[src/rtl/gray_binary_decoder.sv]
// Streaming Gray-to-binary decoder with single-step checking.
//
// Accepts Gray-coded samples on a valid/ready input, decodes them to binary
// through a two-stage pipeline and tags each sample with:
//   - first    : no predecessor (first after reset or hist_clr)
//   - step_err : sample differed from its predecessor in 0 or >= 2 bits
//   - dir      : 01 = +1 step, 10 = -1 step, 00 = first or error
// A saturating counter tracks how many step-error samples left the block.
//
// Ports:
//   clk          rising-edge clock
//   rst_n        asynchronous active-low reset
//   in_valid     in_gray valid
//   in_ready     decoder can accept this cycle
//   in_gray      Gray-coded sample
//   hist_clr     forget previous-code history
//   out_valid    out_* fields valid
//   out_ready    downstream accepts this cycle
//   out_bin      decoded binary value
//   out_first    sample had no predecessor
//   out_step_err sample was not a single-bit step
//   out_dir      count direction
//   err_cnt      saturating count of step errors transferred on the output

module gray_binary_decoder #(
    parameter int unsigned WIDTH = 4,
    parameter int unsigned CNT_W = 8
) (
    input  logic             clk,
    input  logic             rst_n,
    input  logic             in_valid,
    output logic             in_ready,
    input  logic [WIDTH-1:0] in_gray,
    input  logic             hist_clr,
    output logic             out_valid,
    input  logic             out_ready,
    output logic [WIDTH-1:0] out_bin,
    output logic             out_first,
    output logic             out_step_err,
    output logic [1:0]       out_dir,
    output logic [CNT_W-1:0] err_cnt
);

    localparam logic [1:0] DirNone = 2'b00;
    localparam logic [1:0] DirUp   = 2'b01;
    localparam logic [1:0] DirDown = 2'b10;

    // Prefix XOR from the MSB down.
    function automatic logic [WIDTH-1:0] gray_to_bin(input logic [WIDTH-1:0] g);
        logic [WIDTH-1:0] b;
        b = '0;
        b[WIDTH-1] = g[WIDTH-1];
        for (int i = int'(WIDTH) - 2; i >= 0; i--) begin
            b[i] = b[i+1] ^ g[i];
        end
        return b;
    endfunction

    // Exactly one bit set: non-zero and clearing the lowest set bit leaves zero.
    function automatic logic is_one_hot(input logic [WIDTH-1:0] v);
        return (v != '0) && ((v & (v - WIDTH'(1))) == '0);
    endfunction

    // ------------------------------------------------------------------
    // Handshake / pipeline enables
    // ------------------------------------------------------------------
    logic v1_q, v1_d;
    logic v2_q, v2_d;
    logic en1, en2;
    logic in_xfer, out_xfer;

    always_comb begin
        en2      = ~v2_q | out_ready;
        en1      = ~v1_q | en2;
        in_ready = en1;
        in_xfer  = in_valid & en1;
        out_xfer = v2_q & out_ready;
    end

    // ------------------------------------------------------------------
    // Stage 1: capture sample and check step against history
    // ------------------------------------------------------------------
    logic [WIDTH-1:0] prev_gray_q, prev_gray_d;
    logic             hist_valid_q, hist_valid_d;
    logic [WIDTH-1:0] g1_q, g1_d;
    // Predecessor code travels with the sample so stage 2 can decode prev_bin
    // without depending on later history updates.
    logic [WIDTH-1:0] pg1_q, pg1_d;
    logic             first1_q, first1_d;
    logic             err1_q, err1_d;

    logic             hv_eff;
    logic [WIDTH-1:0] diff;

    always_comb begin
        // A clear applies before the check of a sample accepted in the same cycle.
        hv_eff       = hist_valid_q & ~hist_clr;
        diff         = in_gray ^ prev_gray_q;

        prev_gray_d  = prev_gray_q;
        hist_valid_d = hv_eff;
        g1_d         = g1_q;
        pg1_d        = pg1_q;
        first1_d     = first1_q;
        err1_d       = err1_q;
        v1_d         = v1_q;

        if (in_xfer) begin
            g1_d         = in_gray;
            pg1_d        = prev_gray_q;
            first1_d     = ~hv_eff;
            err1_d       = hv_eff & ~is_one_hot(diff);
            prev_gray_d  = in_gray;
            hist_valid_d = 1'b1;
            v1_d         = 1'b1;
        end else if (en1) begin
            v1_d = 1'b0;
        end
    end

    always_ff @(posedge clk or negedge rst_n) begin
        if (!rst_n) begin
            prev_gray_q  <= '0;
            hist_valid_q <= 1'b0;
            g1_q         <= '0;
            pg1_q        <= '0;
            first1_q     <= 1'b0;
            err1_q       <= 1'b0;
            v1_q         <= 1'b0;
        end else begin
            prev_gray_q  <= prev_gray_d;
            hist_valid_q <= hist_valid_d;
            g1_q         <= g1_d;
            pg1_q        <= pg1_d;
            first1_q     <= first1_d;
            err1_q       <= err1_d;
            v1_q         <= v1_d;
        end
    end

    // ------------------------------------------------------------------
    // Stage 2: decode to binary and classify direction
    // ------------------------------------------------------------------
    logic [WIDTH-1:0] bin_q, bin_d;
    logic             first2_q, first2_d;
    logic             err2_q, err2_d;
    logic [1:0]       dir_q, dir_d;

    logic [WIDTH-1:0] bin_s1;
    logic [WIDTH-1:0] prev_bin;
    logic [WIDTH-1:0] prev_inc;
    logic [WIDTH-1:0] prev_dec;
    logic [1:0]       dir_s1;

    always_comb begin
        bin_s1   = gray_to_bin(g1_q);
        prev_bin = gray_to_bin(pg1_q);
        // Modular arithmetic gives the all-ones <-> zero wrap for free.
        prev_inc = prev_bin + WIDTH'(1);
        prev_dec = prev_bin - WIDTH'(1);

        dir_s1 = DirNone;
        if (!first1_q && !err1_q) begin
            if (bin_s1 == prev_inc) begin
                dir_s1 = DirUp;
            end else if (bin_s1 == prev_dec) begin
                dir_s1 = DirDown;
            end
        end

        bin_d    = bin_q;
        first2_d = first2_q;
        err2_d   = err2_q;
        dir_d    = dir_q;
        v2_d     = v2_q;

        if (en2) begin
            v2_d = v1_q;
            if (v1_q) begin
                bin_d    = bin_s1;
                first2_d = first1_q;
                err2_d   = err1_q;
                dir_d    = dir_s1;
            end
        end
    end

    always_ff @(posedge clk or negedge rst_n) begin
        if (!rst_n) begin
            bin_q    <= '0;
            first2_q <= 1'b0;
            err2_q   <= 1'b0;
            dir_q    <= DirNone;
            v2_q     <= 1'b0;
        end else begin
            bin_q    <= bin_d;
            first2_q <= first2_d;
            err2_q   <= err2_d;
            dir_q    <= dir_d;
            v2_q     <= v2_d;
        end
    end

    // ------------------------------------------------------------------
    // Step-error counter: counts errors as they leave, saturating
    // ------------------------------------------------------------------
    logic [CNT_W-1:0] err_cnt_q, err_cnt_d;

    always_comb begin
        err_cnt_d = err_cnt_q;
        if (out_xfer && err2_q && (err_cnt_q != '1)) begin
            err_cnt_d = err_cnt_q + CNT_W'(1);
        end
    end

    always_ff @(posedge clk or negedge rst_n) begin
        if (!rst_n) begin
            err_cnt_q <= '0;
        end else begin
            err_cnt_q <= err_cnt_d;
        end
    end

    // ------------------------------------------------------------------
    // Outputs
    // ------------------------------------------------------------------
    always_comb begin
        out_valid    = v2_q;
        out_bin      = bin_q;
        out_first    = first2_q;
        out_step_err = err2_q;
        out_dir      = dir_q;
        err_cnt      = err_cnt_q;
    end

endmodule

[config.mk]
export PLATFORM = sky130hd
export DESIGN_NAME = gray_binary_decoder
export DESIGN_NICKNAME = d
export VERILOG_FILES = /design/src/rtl/gray_binary_decoder.sv
export SDC_FILE = /design/constraint.sdc
export NUM_CORES = 1
export LEC_CHECK = 0
export ABC_AREA = 1
export BUFFER_PORTS_ARGS = -buffer_cell sky130_fd_sc_hd__buf_2
export CORE_AREA = 8 8 92 77
export DETAILED_ROUTE_END_ITERATION = 10
export DIE_AREA = 0 0 100 85
export GPL_TIMING_DRIVEN = 0
export HOLD_SLACK_MARGIN = 0.12
export PLACE_DENSITY = 0.56
export SETUP_SLACK_MARGIN = 0.05
export SYNTH_ARGS = -nofsm -noshare
export SYNTH_HDL_FRONTEND = slang
export SYNTH_SLANG_ARGS = --single-unit
[constraint.sdc]
create_clock -name clk -period 1.6 [get_ports clk]
set_input_delay 0.24 -clock clk [delete_from_list [all_inputs] [get_ports clk]]
set_output_delay 0.24 -clock clk [all_outputs]
set_load 0.02 [all_outputs]
==> impl_results.md, run 1 <==
- Via-to-Cell Ratio: 4.26
- Final Setup Violations: 2
- # diodes: 0
- Largest net degree at the start of global routing: 30
- Critical path data required time: 1.82 ns
- Total congestion overflow: 0
- NumNets Final: ~240
- Clk slew on worst S/H paths: 0.06 ns
- CP top delay family: simple AND/OR/NAND/NOR gates
- Hold Path Class: in2reg
- Post-route cell area: 0.00197 mm2
- Final worst setup slack: -0.0529 ns
- CP Capture Type: register
- Post-synthesis instance total: 196
- Total Power: about 3 mW
- Post-layout min period: between 1.5 and 2 ns
- Die Wd: 100 um
- Core ar.: between 0.005 and 0.006 mm2
- Leak Pwr: between 0.9 and 1 nW
- Slowest CP cell: dfrtp_1
- Root buf cell: clkbuf_8
- TritonCTS Sinks: 29
- PwrDens: ~1500 mW/mm2
- Ports: 27
- Status: complete, but fails checks
- Post-synthesis sequential area ratio: a little under half
- RSZ-0062 raised after global routing: true
- Max FO, Critical Path: 4
- Crit-path cells: xnor2_2 -> inv_2 -> ha_4 -> inv_2 -> nand2_4 -> nand3_2 -> nand2_2 -> nand2_1 -> nand2_1 -> nand2_2 -> nor2_2 -> nand3_1 -> nand2_1
- First-pass GRT wire length: between 6 and 7 mm
- YS warnings: 0
- # DRC: 0
- Largest stage delay, worst path: 0.42 ns
- WL per Instance: between 10 and 15 um
- Max Slew Vio Count: 0
- Mapped Area: 0.00156 mm2
- Kind of critical path: reg2reg
- Critical path depth: 13
- Row Count: 25
- Net Count, Synth: 207
- Final Hold Vio Count: 0
- Initial DRC count: just under 70
- TNS Setup: -0.0826 ns
- Most common cell after layout, fill and taps aside: nand2_1
- Die H: 85 um
- Worst EP arrival: 1.88 ns
- Initial antenna violation count: 0
- Most frequent cells in the layout: 54 x nand2_1, 29 x dfrtp_1, 26 x buf_2
- Starting Density: a little over a quarter
- Max clock buf depth: 2
- Worst-Skew Late Latency: 0.28 ns
- Worst-Margin Slew: between 0.6 and 0.7 ns
- Crit start category: register
- Via Count: around 1,300
- Util after Layout: 34.5%
- Max Cap Viol: 0
- Crit path top cell by count: nand2_1
- Area Growth Syn to Fin: 26.0%
- H-tree levels: 2
- R2R depth: 13
- RePlAce Congestion: 0.791
- Final period utilization: 103%
- DRT Pass-1 Iters: 5
- TritonCTS clock tree: done
- Hold path depth: 3
- Fmax: 0.605 GHz
- Flop and latch count out of synthesis: 29
- Dpl ws: -0.146 ns
- Worst slew margin: 56.7%
- Port-buffer cells: 26
- Distinct cells, synth: 21
- Worst path bufs/invs: 2
- DP HPWL: 2.68 mm
- Share of cells above drive strength 1: 28.6%
- Antenna-violating nets left: 0
- Placed inst area: 0.00180 mm2
- Die ar.: 0.00850 mm2
- CTS Buf Count: 5
- Failing checks: setup timing
- Drt total wl: roughly 3.6 mm
- Clk_skew: 0.00653 ns
- Worst VDD drop: between 0.3 and 0.4 mV
- Total GRT Usage: 9.45%
- Vias in the first global route: 1,336
- Syn_area_per_cell: 7.96 um2
final cells by class:
cell class / count / area [um2]
clock inverter: 2 / 10.0
buffer: 3 / 20.0
inverter: 25 / 93.8
timing repair buffer: 30 / 163
sequential: 29 / 726
clock buffer: 6 / 72.6
fill: 623 / 3730
multi-input combinational: 139 / 779
tap: 81 / 101
worst paths after layout:
check / end / slack [ns] / startpoint
worst max-delay path: out_dir[1] / -0.05 / pg1_q[3]
worst min-delay path: g1_q[0] / 0.20 / in_gray[0]
worst min register to register: out_dir[0] / 0.48 / out_dir[0]
worst max register to register: out_dir[1] / -0.05 / pg1_q[3]
min in group asynchronous: err_cnt[5] / 0.51 / rst_n
max in group asynchronous: out_bin[2] / 0.66 / rst_n
kinds of logic after synthesis:
logic type,after synthesis,share of synthesized area [%]
simple gates,99,27.9
flops,29,46.5
buf+inv,28,7.22
compound gates,21,6.90
xor+xnor,15,8.42
mux,2,1.44
fa+ha+maj,2,1.60
state kept, by name (all words and copies together) (netlist names):
signal	cells
err_cnt	8
g1_q	4
out_bin	4
pg1_q	4
out_dir	2
err1_q	1
first1_q	1
hist_valid_q	1
out_first	1
out_step_err	1
out_valid	1
v1_q	1
report_power, final:
group | internal (mW) | switching (mW) | total, mW
clock | 0.300 | 0.277 | 0.577
sequential | 0.930 | 0.189 | 1.12
combinational | 0.492 | 0.803 | 1.30
total | 1.72 | 1.27 | 2.99
per-stage QoR:
step | cells | hold slack [ns]
2_1_floorplan | 196 | -0.0556
3_3_place_gp | 303 | 0.311
3_5_place_dp | 303 | 0.315
4_1_cts | 314 | 0.191
5_1_grt | 315 | 0.205
6_report | 315 | 0.197
cell usage after synthesis (all sizes together):
cell type / instances / area (um2)
a21oi: 3 / 15.0
and3: 1 / 6.26
buf: 1 / 11.3
clkbuf: 2 / 7.51
dfrtp: 29 / 726
ha: 2 / 25.0
inv: 25 / 93.8
mux2: 2 / 22.5
nand2: 69 / 274
nand3: 17 / 95.1
nand4: 4 / 25.0
nor2: 6 / 25.0
nor3: 2 / 10.0
o211ai: 1 / 7.51
o21ai: 17 / 85.1
xnor2: 8 / 70.1
xor2: 7 / 61.3
worst register-to-register path, stage by stage (launching register included):
cell	delay [ns]
dfrtp_1	0.42
xnor2_2	0.20
inv_2	0.07
ha_4	0.27
inv_2	0.04
nand2_4	0.08
nand3_2	0.07
nand2_2	0.07
nand2_1	0.05
nand2_1	0.07
nand2_2	0.05
nor2_2	0.07
nand3_1	0.08
nand2_1	0.06
what timing repair did:
item	in CTS	in global routing
hold endpoints to repair	29	0
endpoints found under the setup margin	2	9
pin swaps	9	9
hold buffers	1	0
gates resized for setup	5	11
setup buffers	2	1
per-layer routing:
metal	track usage (%)	vias to the layer above	routed length, um
met2	13.4	30	1470
met1	12.1	612	1840
li1	-	693	-
met5	0	-	0
met3	3.35	7	203
met4	5.34	0	85
No activity file was read; power rests on OpenSTA's default activity.
==> run 2: changes to the inputs <==
--- a/config.mk
+++ b/config.mk
@@ -10,9 +10,10 @@
 export CORE_AREA = 8 8 92 77
 export DETAILED_ROUTE_END_ITERATION = 10
 export DIE_AREA = 0 0 100 85
+export GPL_ROUTABILITY_DRIVEN = 0
 export GPL_TIMING_DRIVEN = 0
 export HOLD_SLACK_MARGIN = 0.12
-export PLACE_DENSITY = 0.56
+export PLACE_DENSITY = 0.55
 export SETUP_SLACK_MARGIN = 0.05
 export SYNTH_ARGS = -nofsm -noshare
 export SYNTH_HDL_FRONTEND = slang
==> constraint.sdc (replaced) <==
create_clock -name clk -period 1.8 [get_ports clk]
set_input_delay 0.27 -clock clk [delete_from_list [all_inputs] [get_ports clk]]
set_output_delay 0.27 -clock clk [all_outputs]
set_load 0.02 [all_outputs]
==> impl_results.md, run 2 (synthesis gave the netlist of run 1 again) <==
- Worst EP arrival: 1.89 ns
- CTS Buf Count: 5
- Post-layout min period: about 1.7 ns
- Fmax: around 0.6 GHz
- Crit start category: register
- Antenna-violating nets left: 0
- First-pass GRT wire length: 6.13 mm
- Critical path data required time: 2.02 ns
- Total GRT Usage: slightly above 9%
- Max clock buf depth: 2
- Max Cap Viol: 0
- Via-to-Cell Ratio: 4.16
- CP Capture Type: register
- Final Hold Vio Count: 0
- Clk slew on worst S/H paths: about 0.060 ns
- WL per Instance: 11.4 um
- Max Slew Vio Count: 0
- TNS Setup: 0 ns
- Worst-Margin Slew: 0.647 ns
- DRT Pass-1 Iters: 5
- Starting Density: 27.4%
- Core ar.: ~0.0057 mm2
- Worst slew margin: 56.9%
- Final Setup Violations: 0
- TritonCTS Sinks: 29
- Worst-Skew Late Latency: between 0.2 and 0.3 ns
- NumNets Final: 243
- Port-buffer cells: 26
- RR Startpoint: pg1_q[2]
- Area Growth Syn to Fin: 26.9%
- PwrDens: 1420 mW/mm2
- Total Power: 2.81 mW
- Root buf cell: clkbuf_8
- Leak Pwr: between 1 and 1.5 nW
- RSZ-0062 raised after global routing: true
- Max FO, Critical Path: 4
- Via Count: 1,305
- Final period utilization: 93.0%
- Crit path from: pg1_q[2]
- Most frequent cells in the layout: 58 x nand2_1, 29 x dfrtp_1, 26 x buf_2
- Hold Path Class: in2reg
- TritonCTS clock tree: done
- Drt total wl: around 3.6 mm
- Vias in the first global route: 1,294
- HP Start: in_gray[0]
- H-tree levels: 2
- Kind of critical path: reg2reg
- Ports: 27
- Share of cells above drive strength 1: 26.2%
- Status: complete, no violations
- Die Wd: 100 um
- Total congestion overflow: 0
- # diodes: 0
- Die ar.: 0.00850 mm2
- Clk_skew: between 0.006 and 0.007 ns
- Row Count: 25
- Die H: 85 um
- Worst VDD drop: 0.338 mV
- Largest net degree at the start of global routing: 30
- Initial DRC count: 55
- Placed inst area: roughly 0.0018 mm2
- Post-route cell area: 0.00198 mm2
- Largest register FFs: 8
- Most common cell after layout, fill and taps aside: nand2_1
- # DRC: 0
- Initial antenna violation count: 0
- DP HPWL: 2.75 mm
[run 2: worst paths after layout]
check	endpoint	slack, ns	cells past startpoint
worst max-delay path	out_dir[0]	0.13	13
worst min-delay path	g1_q[0]	0.24	3
worst max register to register	out_dir[0]	0.13	13
worst min register to register	out_dir[1]	0.48	2
max in group asynchronous	out_bin[2]	0.83	2
min in group asynchronous	err_cnt[5]	0.55	2
[run 2: metrics by stage]
step                setup slack (ns)  cells  utilization, %  hold WS, ns
floorplan                      0.166    196               -      -0.0256
global route                 -0.0169    314            34.8        0.253
global placement             -0.0272    303            31.5        0.348
detailed placement           -0.0797    303            31.5        0.348
CTS                           0.0601    313            34.0        0.242
finish                         0.127    314            34.8        0.243
[run 2: layer usage]
layer | vias up | global-route usage [%] | wire length (um)
met5 | - | 0 | 0
met4 | 0 | 4.11 | 55
met1 | 579 | 11.8 | 1790
met2 | 32 | 13.2 | 1510
li1 | 689 | - | -
met3 | 5 | 2.94 | 226
[run 2: final cells by class]
type / count / area (um2)
well taps: 81 / 101
clock buffers: 7 / 86.3
flip-flops and latches: 29 / 726
plain buffers: 3 / 18.8
clock inverters: 1 / 30.0
fillers: 620 / 3710
inverters: 25 / 93.8
multi-input cells: 139 / 769
repair buffers: 29 / 155
[run 2: critical path: stages (launching register included)]
cell     delay [ns]
dfrtp_1        0.42
xnor2_2        0.21
inv_2          0.07
ha_4           0.28
inv_2          0.04
nand2_4        0.08
nand2_4        0.06
nand2_1        0.06
nand2_1        0.04
nand2_1        0.05
nand2_1        0.05
nor2_1         0.11
nand3_1        0.08
nand2_1        0.07
[run 2: where the power goes]
group | leakage (nW) | switching, mW | internal, mW
logic | 0.587 | 0.697 | 0.426
registers | 0.358 | 0.167 | 0.826
clock network | 0.0585 | 0.241 | 0.451
total | 1.00 | 1.11 | 1.70
[run 2: repair_timing]
| item | in CTS | in global routing |
|---|---|---|
| endpoints found under the hold margin | 29 | 0 |
| pin swaps | 1 | 10 |
| gates resized for setup | 1 | 11 |
| setup endpoints to repair | 2 | 2 |
| setup buffers | 1 | 1 |
| hold buffers | 1 | 0 |
==> run 3: changes to the inputs <==
--- a/config.mk
+++ b/config.mk
@@ -14,6 +14,7 @@
 export GPL_TIMING_DRIVEN = 0
 export HOLD_SLACK_MARGIN = 0.12
 export PLACE_DENSITY = 0.55
+export REMOVE_ABC_BUFFERS = 1
 export SETUP_SLACK_MARGIN = 0.05
 export SYNTH_ARGS = -nofsm -noshare
 export SYNTH_HDL_FRONTEND = slang
==> impl_results.md, run 3 (synthesis gave the netlist of run 1 again) <==
- Most frequent cells in the layout: 57 x nand2_1, 29 x dfrtp_1, 26 x buf_2
- RSZ-0062 raised after global routing: true
- Worst-Margin Slew: around 0.66 ns
- CTS Buf Count: 5
- # diodes: 0
- Register area: 726 um2
- Max Slew Vio Count: 0
- Kind of critical path: reg2reg
- Max clock buf depth: 2
- Share of cells above drive strength 1: 26.5%
- Largest net degree at the start of global routing: 30
- Final Setup Violations: 0
- NumNets Final: 240
- DP HPWL: 2.66 mm
- Clk_skew: 0.00316 ns
- Ports: 27
- TritonCTS Sinks: 29
- Util after Layout: 33.9%
- Max Cap Viol: 0
- Initial DRC count: 62
- First-pass GRT wire length: 6.09 mm
- Area of the multi-input gates: 772 um2
- Worst EP arrival: 1.85 ns
- Initial antenna violation count: 0
- Filler cell count: between 600 and 700
- Antenna-violating nets left: 0
- Drt total wl: 3.51 mm
- Die H: ~85 um
- Die ar.: 0.00850 mm2
- Critical path data required time: 1.97 ns
- Area Growth Syn to Fin: 23.6%
- Max FO, Critical Path: 3
- Crit start category: register
- Core ar.: 0.00569 mm2
- Vias in the first global route: 1,283
- H-tree levels: 2
- Smallest hold slack: 0.237 ns
- Largest register FFs: 8
- Most common cell after layout, fill and taps aside: nand2_1
- Final Hold Vio Count: 0
- Via-to-Cell Ratio: 4.16
- Placed inst area: 0.00177 mm2
- # DRC: 0
- Largest stage delay, worst path: 0.41 ns
- Total GRT Usage: about 9.2%
- Fmax: 0.597 GHz
- Post-route cell area: between 0.0015 and 0.002 mm2
- Crit-path cells: xnor2_2 -> inv_2 -> ha_4 -> inv_2 -> nand2_2 -> nand2_2 -> buf_4 -> nand3_1 -> nand2_2 -> nand3_1 -> nand2_1
- CP Capture Type: register
- Slowest CP cell: dfrtp_1
- Status: complete, no violations
- Root buf cell: clkbuf_8
- Final worst setup slack: roughly 0.13 ns
- PwrDens: 1360 mW/mm2
- DRT Pass-1 Iters: 4
- Worst slew margin: 56.3%
- WL per Instance: 11.3 um
- Crit path top cell by count: nand2_2
- Post-layout min period: 1.67 ns
- Hold Path Class: in2reg
- Clk slew on worst S/H paths: 0.06 ns
- Final period utilization: 93.0%
- Dpl ws: -0.0527 ns
- CP top delay family: simple AND/OR/NAND/NOR gates
- TritonCTS clock tree: done
- Worst-Skew Late Latency: between 0.2 and 0.3 ns
- Total congestion overflow: 0
- Worst path bufs/invs: 3
- Starting Density: 27.4%
- Via Count: 1,295
- Leak Pwr: 0.971 nW
- Row Count: 25
- Total Power: 2.62 mW
- Die Wd: approximately 100 um
- Worst VDD drop: ~0.33 mV
- Port-buffer cells: 26
-- run 3: cell count changes in the layout (fill, tap and decap cells not counted), sizes merged --
cell	change
buf	-1
bufinv	-1
clkbuf	-1
-- run 3: area by class of cell --
type	count	area share (%)
Multi-Input combinational cell	139	40.0
Tap cell	81	5.26
Clock buffer	8	4.15
Sequential cell	29	37.6
Timing Repair Buffer	29	8.05
Inverter	25	4.87
-- run 3: per-layer routing --
metal / part of all wire [%] / GRT usage, % / routed length (um) / up-vias
met5: 0 / 0 / 0 / -
met4: 2.8 / 5.75 / 97 / 0
met3: 5.4 / 3.11 / 189 / 10
met2: 39 / 12.9 / 1380 / 24
met1: 53 / 11.6 / 1840 / 573
li1: - / - / - / 688
-- run 3: worst reg2reg max path, cell delays in order (launching register included) --
cell	delay, ns
dfrtp_1	0.41
xnor2_2	0.20
inv_2	0.06
ha_4	0.27
inv_2	0.03
nand2_2	0.09
nand2_2	0.07
buf_4	0.13
nand3_1	0.08
nand2_2	0.07
nand3_1	0.09
nand2_1	0.05
-- run 3: repair_timing --
item	in CTS	in global routing
buffers inserted	1	1
pin swaps	1	5
hold buffers	1	0
resized for setup	1	12
hold endpoints to repair	29	0
setup endpoints to repair	2	2
-- run 3: power breakdown --
| part | internal (mW) | leakage, nW | switching [mW] |
|---|---|---|---|
| Sequential | 0.826 | 0.358 | 0.175 |
| Clock | 0.274 | 0.0395 | 0.242 |
| Combinational | 0.417 | 0.574 | 0.680 |
| Total | 1.52 | 0.971 | 1.10 |
-- run 3: per-stage QoR --
stage,setup TNS (ns),std cells
finish,0,311
global route,-0.0270,311
CTS,0,310
detailed placement,-0.0611,300
global placement,-0.0355,300
floorplan,0,193
-- run 3: worst paths after layout --
kind / startpoint / end / slack [ns] / cells after the start
worst min-delay path: in_gray[0] / g1_q[0] / 0.24 / 3
worst max-delay path: pg1_q[2] / out_dir[0] / 0.13 / 11
max in group asynchronous: rst_n / out_dir[1] / 0.82 / 2
min in group asynchronous: rst_n / err_cnt[1] / 0.55 / 2
worst max register to register: pg1_q[2] / out_dir[0] / 0.13 / 11
worst min register to register: out_dir[0] / out_dir[0] / 0.48 / 2
